$ cat config.mk
export PLATFORM = sky130hd
export DESIGN_NAME = argmax_seq
export DESIGN_NICKNAME = d
export VERILOG_FILES = /design/src/rtl/argmax_seq.sv
export SDC_FILE = /design/constraint.sdc
export NUM_CORES = 1
export LEC_CHECK = 0
export ABC_AREA = 0
export BUFFER_PORTS_ARGS = -buffer_cell sky130_fd_sc_hd__buf_4
export CAP_MARGIN = 5
export CORE_AREA = 2 2 104 106
export CTS_BUF_LIST = sky130_fd_sc_hd__clkbuf_2
export DETAILED_ROUTE_END_ITERATION = 6
export DIE_AREA = 0 0 106 108
export SLEW_MARGIN = 40
export SYNTH_ARGS = -nofsm -noshare
export SYNTH_HDL_FRONTEND = slang
export SYNTH_SLANG_ARGS = --single-unit
$ cat constraint.sdc
create_clock -name clk -period 2.5 [get_ports clk]
set_input_delay 0.125 -clock clk [delete_from_list [all_inputs] [get_ports clk]]
set_output_delay 0.125 -clock clk [all_outputs]
set_load 0.005 [all_outputs]
$ cat src/rtl/argmax_seq.sv
// argmax_seq: streaming argmax over NUM_CLASS class scores.
//
// An inference begins with a start pulse in IDLE. Score beats are then accepted
// in ACCUM (beat k is class k). The running best score and its index are kept,
// and ties keep the lower index. The inference ends on in_last or on beat
// NUM_CLASS-1, whichever comes first. The registered result is then presented
// in DONE until out_ready. If the beat count does not match NUM_CLASS, err is
// set and result is all ones.
//
// Ports:
//   clk, rst         clock, synchronous active-high reset
//   start            begin an inference (only honoured in IDLE)
//   in_valid/in_ready/in_score/in_last   score beat stream
//   out_valid/out_ready                  result handshake
//   result, max_score, err               registered inference result
//   busy             FSM is not IDLE
//
// state | meaning
// IDLE  | waiting for start, no beats accepted
// ACCUM | accepting score beats, tracking running best
// DONE  | result presented, waiting for out_ready
module argmax_seq #(
  parameter int NUM_CLASS = 10,
  parameter int DATA_W    = 32,
  parameter int IDX_W     = 4,
  parameter int SIGNED    = 1
) (
  input  logic              clk,
  input  logic              rst,
  input  logic              start,
  input  logic              in_valid,
  output logic              in_ready,
  input  logic [DATA_W-1:0] in_score,
  input  logic              in_last,
  output logic              out_valid,
  input  logic              out_ready,
  output logic [IDX_W-1:0]  result,
  output logic [DATA_W-1:0] max_score,
  output logic              err,
  output logic              busy
);

  // The index field must also hold the all-ones error code, so it needs
  // strictly more codes than there are classes.
  if ((2**IDX_W) <= NUM_CLASS || NUM_CLASS < 2 || DATA_W < 2) begin : g_param_check
    $error("argmax_seq: illegal parameter combination");
  end

  typedef enum logic [1:0] {
    IDLE  = 2'd0,
    ACCUM = 2'd1,
    DONE  = 2'd2
  } state_t;

  state_t state_q, state_d;

  logic [IDX_W-1:0]  cnt_q;
  logic [IDX_W-1:0]  best_idx_q;
  logic [DATA_W-1:0] best_q;
  logic              out_valid_q;
  logic              err_q;
  logic [IDX_W-1:0]  result_q;
  logic [DATA_W-1:0] max_q;

  logic              beat;
  logic              at_final;
  logic              term;
  logic              greater;
  logic              take;
  logic              term_err;
  logic [DATA_W-1:0] best_nxt;
  logic [IDX_W-1:0]  idx_nxt;

  assign beat     = (state_q == ACCUM) && in_valid;
  assign at_final = (cnt_q == IDX_W'(NUM_CLASS - 1));
  assign term     = beat && (in_last || at_final);
  assign term_err = !(in_last && at_final);

  assign greater  = (SIGNED != 0) ? ($signed(in_score) > $signed(best_q))
                                  : (in_score > best_q);
  // Beat 0 always seeds the best; afterwards only a strictly greater score wins.
  assign take     = (cnt_q == '0) || greater;
  assign best_nxt = take ? in_score : best_q;
  assign idx_nxt  = take ? cnt_q : best_idx_q;

  always_ff @(posedge clk) begin
    if (rst) begin
      state_q <= IDLE;
    end else begin
      state_q <= state_d;
    end
  end

  always_comb begin
    state_d  = state_q;
    in_ready = 1'b0;
    busy     = 1'b1;
    case (state_q)
      IDLE: begin
        busy = 1'b0;
        if (start) state_d = ACCUM;
      end
      ACCUM: begin
        in_ready = 1'b1;
        if (term) state_d = DONE;
      end
      DONE: begin
        if (out_ready) state_d = IDLE;
      end
      default: state_d = IDLE;
    endcase
  end

  always_ff @(posedge clk) begin
    if (rst) begin
      cnt_q       <= '0;
      best_idx_q  <= '0;
      best_q      <= '0;
      out_valid_q <= 1'b0;
      err_q       <= 1'b0;
      result_q    <= '0;
      max_q       <= '0;
    end else begin
      if (state_q == IDLE && start) begin
        cnt_q      <= '0;
        best_idx_q <= '0;
        best_q     <= '0;
      end else if (beat) begin
        cnt_q      <= cnt_q + 1'b1;
        best_idx_q <= idx_nxt;
        best_q     <= best_nxt;
      end

      // Results capture the best including the terminating beat itself.
      if (term) begin
        out_valid_q <= 1'b1;
        err_q       <= term_err;
        result_q    <= term_err ? '1 : idx_nxt;
        max_q       <= best_nxt;
      end else if (state_q == DONE && out_ready) begin
        out_valid_q <= 1'b0;
      end
    end
  end

  assign out_valid = out_valid_q;
  assign err       = err_q;
  assign result    = result_q;
  assign max_score = max_q;

endmodule

# After elaboration in Yosys (flattened, before gate mapping)
# Index checks and enable logic that the tools add are counted.
# W data, S select, Z words.
# op_classes
addsub	1
order_cmp	1
eq_ne	6
mux	11
reduce_logical	13
# op_table
cell	n
$gt A32 B32 Y1	1
$mux W32	1
$mux W4	2
$mux W2	3
$ne A2 B2 Y1 const B	3
$pmux W2 S3	1
$logic_and A1 B1 Y1	5
$add A4 B1 Y4 const B	1
$eq A4 B4 Y1 const B	1
$logic_not A4 Y1	1
$mux W1	4
$reduce_and A3 Y1	1
$eq A2 B1 Y1 const B	1
$eq A2 B2 Y1 const B	1
$logic_not A2 Y1	1
$logic_or A1 B1 Y1	2
$reduce_bool A2 Y1	1
$reduce_or A2 Y1	1
$logic_not A1 Y1	1
# totals
regBits	80
in_bits	38
out_inout_bits	40
word_cells	40

# Logic depth before layout (Yosys ltp)
# logic_depth
word_depth	5
mapped_depth	12
depth_no_buf	10

# Least setup slack after synthesis
# OpenSTA, ideal clock, no wires.
# synth_timing
kind	reg2reg
start	register best_q[14]
end	register best_q[12]
setup_time_ns	0.129
arrival_time_ns	2.359
required_time_ns	2.371
setup_slack_ns	0.011
stages_incl_launch_ff	13
n_path_buf	2
period_less_slack_ns	2.489
path_cell_list	dfxtp_1 -> inv_1 -> ha_1 -> a21oi_1 -> nand2_1 -> a221o_1 -> o311a_1 -> o211ai_4 -> a21oi_4 -> buf_4 -> buf_4 -> nand3_1 -> o31ai_1
# synth_between
elab_chain_cells	3
# synth_lines
item	line_no	text
start, declared	59	logic [DATA_W-1:0] best_q;
start signal, assigned	131	best_q <= best_nxt;
$gt A32 B32 Y1	79	assign greater = (SIGNED != 0) ? ($signed(in_score) > $signed(best_q))
$logic_or A1 B1 Y1	82	assign take = (cnt_q == '0) || greater;
$mux W32	83	assign best_nxt = take ? in_score : best_q;
# No other way between the ends.
# A chain may end at the register's enable or synchronous reset.

# Worst setup path after layout
# layout_timing
start	register best_q[10]
end	register best_q[14]
# The elaborated chain is that of the path after synthesis.

==> results.env <==
OUTCOME='complete, but fails checks'
FAILING_CHECKS='negative setup slack'
SYNTH.CELL_AREA_UM2=4009
P_SWITCHING_W=0.0007562
CELLINTERNALPOWER_W=0.002023
SETUP_REPAIR_AFTER_GLOBAL_ROUTING_MISSED_ITS_MARGIN='yes'
ASYNCSETRESETFLOPFRACSYNTH=0
PLACEDINSTANCEAREA_UM2=4896
ANTENNADIODECOUNT=0
POST-DP-HPWL_UM=6852
RR_ENDPOINT='best_q[14]'
TRITONCTS='built'
DIE_AREA_UM2=11450
POST_SYNTH.CELL_AREA_AVG_UM2=8.715
ANTENNA_FOUND_INITIAL=0
TIMING.FINAL.MAX_SLEW_VIOLATIONS=0
TIMING.FINAL.HOLD_VIOLATIONS=0
WORSTPATHMAXFANOUT=5
CLOCK_LATENCY_NS=0.55
CP.REQUIRED_NS=2.96
CRITICAL_PATH_START='best_q[10]'
COMBPWRFRAC=0.210
NUMBER_OF_GLOBAL_ROUTE_VIAS_BEFORE_REPAIR=3730
FIN_HOLD_WS_NS=0.3440
R2R_CELLS=13
HOLD_PATH_STARTPOINT='in_score[30]'
NUM-NETS-FINAL=679
LAYOUT_COMMON_CELLS='106 x buf_4, 60 x dfxtp_1, 53 x nand2_1'
NUMPORTBUFFERS=77
POWER_DENSITY_nW_PER_UM2=459.6
POST-ROUTE-MIN-PERIOD_NS=2.595
YS.WARNINGS.COUNT=0
TIMING.FMAX_MHz=385.4
NETLIST-CELL-TYPE-COUNT=43
CP_DATA_ARRIVAL_TIME_NS=3.06
GRT_START_MAX_NET_PINS=41
CLOCK-ROOT-BUFFER='clkbuf_2'
DRIVE_GT1_FRAC=0.3498
NUMBER_OF_SYNTHESIZED_REGISTER_BITS=80
TIMING.FINAL.WS_SETUP_NS=-0.09451
IO_PINS=78
GRT_OVERFLOW=0
PERIOD_SHARE=1.038
FLOORPLAN.CORE_AREA_UM2=10230
CP-END-KIND='flop'
ROW_COUNT=37
SETUP_VIOL=47
H-TREE-DEPTH=3
END_OF_FLOW_CORE_UTILIZATION=0.5910
DRT_WL_TOTAL_UM=11190
MAXSLEWHEADROOM=0.5331
DRT-WIRELENGTH-PER-CELL_UM=15.02
CTS.SINKS=80
CTS.CLK_SLEW.WORST_PATHS_NS=0.21
WORST_SETUP_ENDPOINT='best_q[14]'
DIE_W_UM=106
WORST_SLEW_PIN_SLEW_NS=0.6995
LAYOUT_COMMONEST_CELL='buf_4'
SWITCHING_SHARE=0.2721
ROUTED_VIA_DENSITY=5.169
SETUP.REG_TO_REG.WORST_SLACK_NS=-0.09
INITIALDRTVIOLATIONCOUNT=126
FINAL_AREA_UM2=6047
PWR-SHARE-CLK=0.310
CLOCK_PATH_BUFFERS=2
VIAS=3851
FIN_TNS_SETUP_NS=-2.323
TIMING.RR.START='best_q[10]'
MIN-DELAY-PATH-CLASS='in2reg'
PLACE_CONGESTION=0.7857
FLOORPLAN.INITIALDENSITY=0.3918
REMAINING_DRC_ERRORS=0
GRT_USE_TOTAL=0.1966
SYNTHCELLS=460
CTS-BUFFERS-INSERTED=9
FP.DIEH_UM=108
SYNTH_FF_TYPE='dfxtp_1'
SYNTH_SEQUENTIAL_AREA_RATIO=0.3995
TIMING.CLOCK.SKEW_NS=0.02305
FINAL_ANTENNA_NET_COUNT=0
CELLLEAKAGEPOWER_nW=2.616
WORST_IR_DROP_VDD_V=0.0002431
SYNTH-EDFF-COUNT=0
START_KIND='flop'
SYNTH_NETS=533
MAX_CAP_VIOL_COUNT=0
P_R_AREA_GROWTH_VS_SYN_PCT=50.84
DRTPASS1ITERATIONS=4
GLOBAL_ROUTE_WIRE_LENGTH_BEFORE_REPAIR_UM=17910
PWR-SHARE-SEQ=0.481
CRITPATHKIND='reg2reg'
[flip-flops by register name (all words and copies together), names as in the netlist]
signal / cells
best_idx_q: 4
best_q: 32
cnt_q: 4
err: 1
max_score: 32
out_valid: 1
result: 4
state_q: 2
[worst max-delay path, cell delays in order (launching register included)]
cell	delay (ns)
dfxtp_2	0.38
inv_2	0.06
ha_4	0.27
nand4_1	0.17
nor4_4	0.32
a21boi_2	0.22
o311a_4	0.22
o211ai_4	0.09
buf_6	0.13
a21oi_4	0.19
buf_6	0.17
clkbuf_16	0.15
nand3_1	0.08
o31ai_1	0.09
[worst min path at each step]
stage | endpoint | depth (start not counted)
floorplan | best_q[0] | 2
global placement | best_q[24] | 3
detailed placement | best_q[25] | 3
CTS | best_q[2] | 4
global route | best_q[30] | 4
finish | best_q[30] | 4
[logic make-up (layout without fill, tap and decap cells)]
family | count (synthesis) | in the layout | share of synthesized area
simple gates | 135 | 135 | 0.1567
flops | 80 | 80 | 0.3995
fa+ha+maj | 35 | 35 | 0.1092
xor+xnor | 3 | 3 | 0.006556
buf+inv | 63 | 212 | 0.06648
mux | 34 | 34 | 0.08489
compound gates | 110 | 110 | 0.1767
[final cells by class]
type / instances / area, µm²
clock inverter: 5 / 97.59
tap: 136 / 170.2
multi-input combinational: 317 / 2487
clock buffer: 9 / 45.04
fill: 896 / 4184
sequential: 80 / 1627
inverter: 37 / 138.9
timing repair buffer: 161 / 1481
[what timing repair did]
item	in CTS	in global routing
endpoints found under the hold margin	73	0
setup buffers	12	3
pin swaps	20	7
hold buffers	38	0
resized for setup	77	18
setup endpoints to repair	72	72
cloned	5	1
[power groups by stage]
stage	clock network [W]	registers (W)	logic, W
2_1_floorplan	0	0.00136	0.000229
3_5_place_dp	0	0.00136	0.000416
3_3_place_gp	0	0.00136	0.000408
5_1_grt	0.000943	0.00134	0.000633
4_1_cts	0.000889	0.00134	0.000566
6_report	0.000861	0.00134	0.000583
[through the flow]
step	setup slack, ns	power [W]	std cells
finish	-0.09451	0.002779	745
global route	-0.2397	0.002918	745
CTS	-0.05126	0.002790	743
detailed placement	-0.1515	0.001775	674
global placement	-0.07813	0.001766	674
floorplan	0.01137	0.001586	460
[cells in the mapped netlist, types with 4 or more instances]
| library cell | count | area (µm²) |
|---|---|---|
| dfxtp_1 | 80 | 1602 |
| nand2_1 | 54 | 202.7 |
| nand3_1 | 41 | 205.2 |
| inv_1 | 37 | 138.9 |
| ha_1 | 35 | 437.9 |
| mux2i_1 | 34 | 340.3 |
| o31ai_1 | 31 | 232.7 |
| o21ai_1 | 29 | 145.1 |
| clkbuf_1 | 20 | 75.07 |
| a21oi_1 | 19 | 95.09 |
| nor2_1 | 18 | 67.56 |
| o21ai_0 | 11 | 55.05 |
| nand4_1 | 7 | 43.79 |
| a211oi_1 | 4 | 30.03 |
[metal layers]
metal	wire length, µm	vias to the layer above	GRT usage
li1	-	1921	-
met1	5205	1824	0.2524
met2	5348	84	0.3240
met3	415	22	0.03918
met4	217	0	0.08271
met5	0	-	0
No activity file was read; power rests on OpenSTA's default activity.
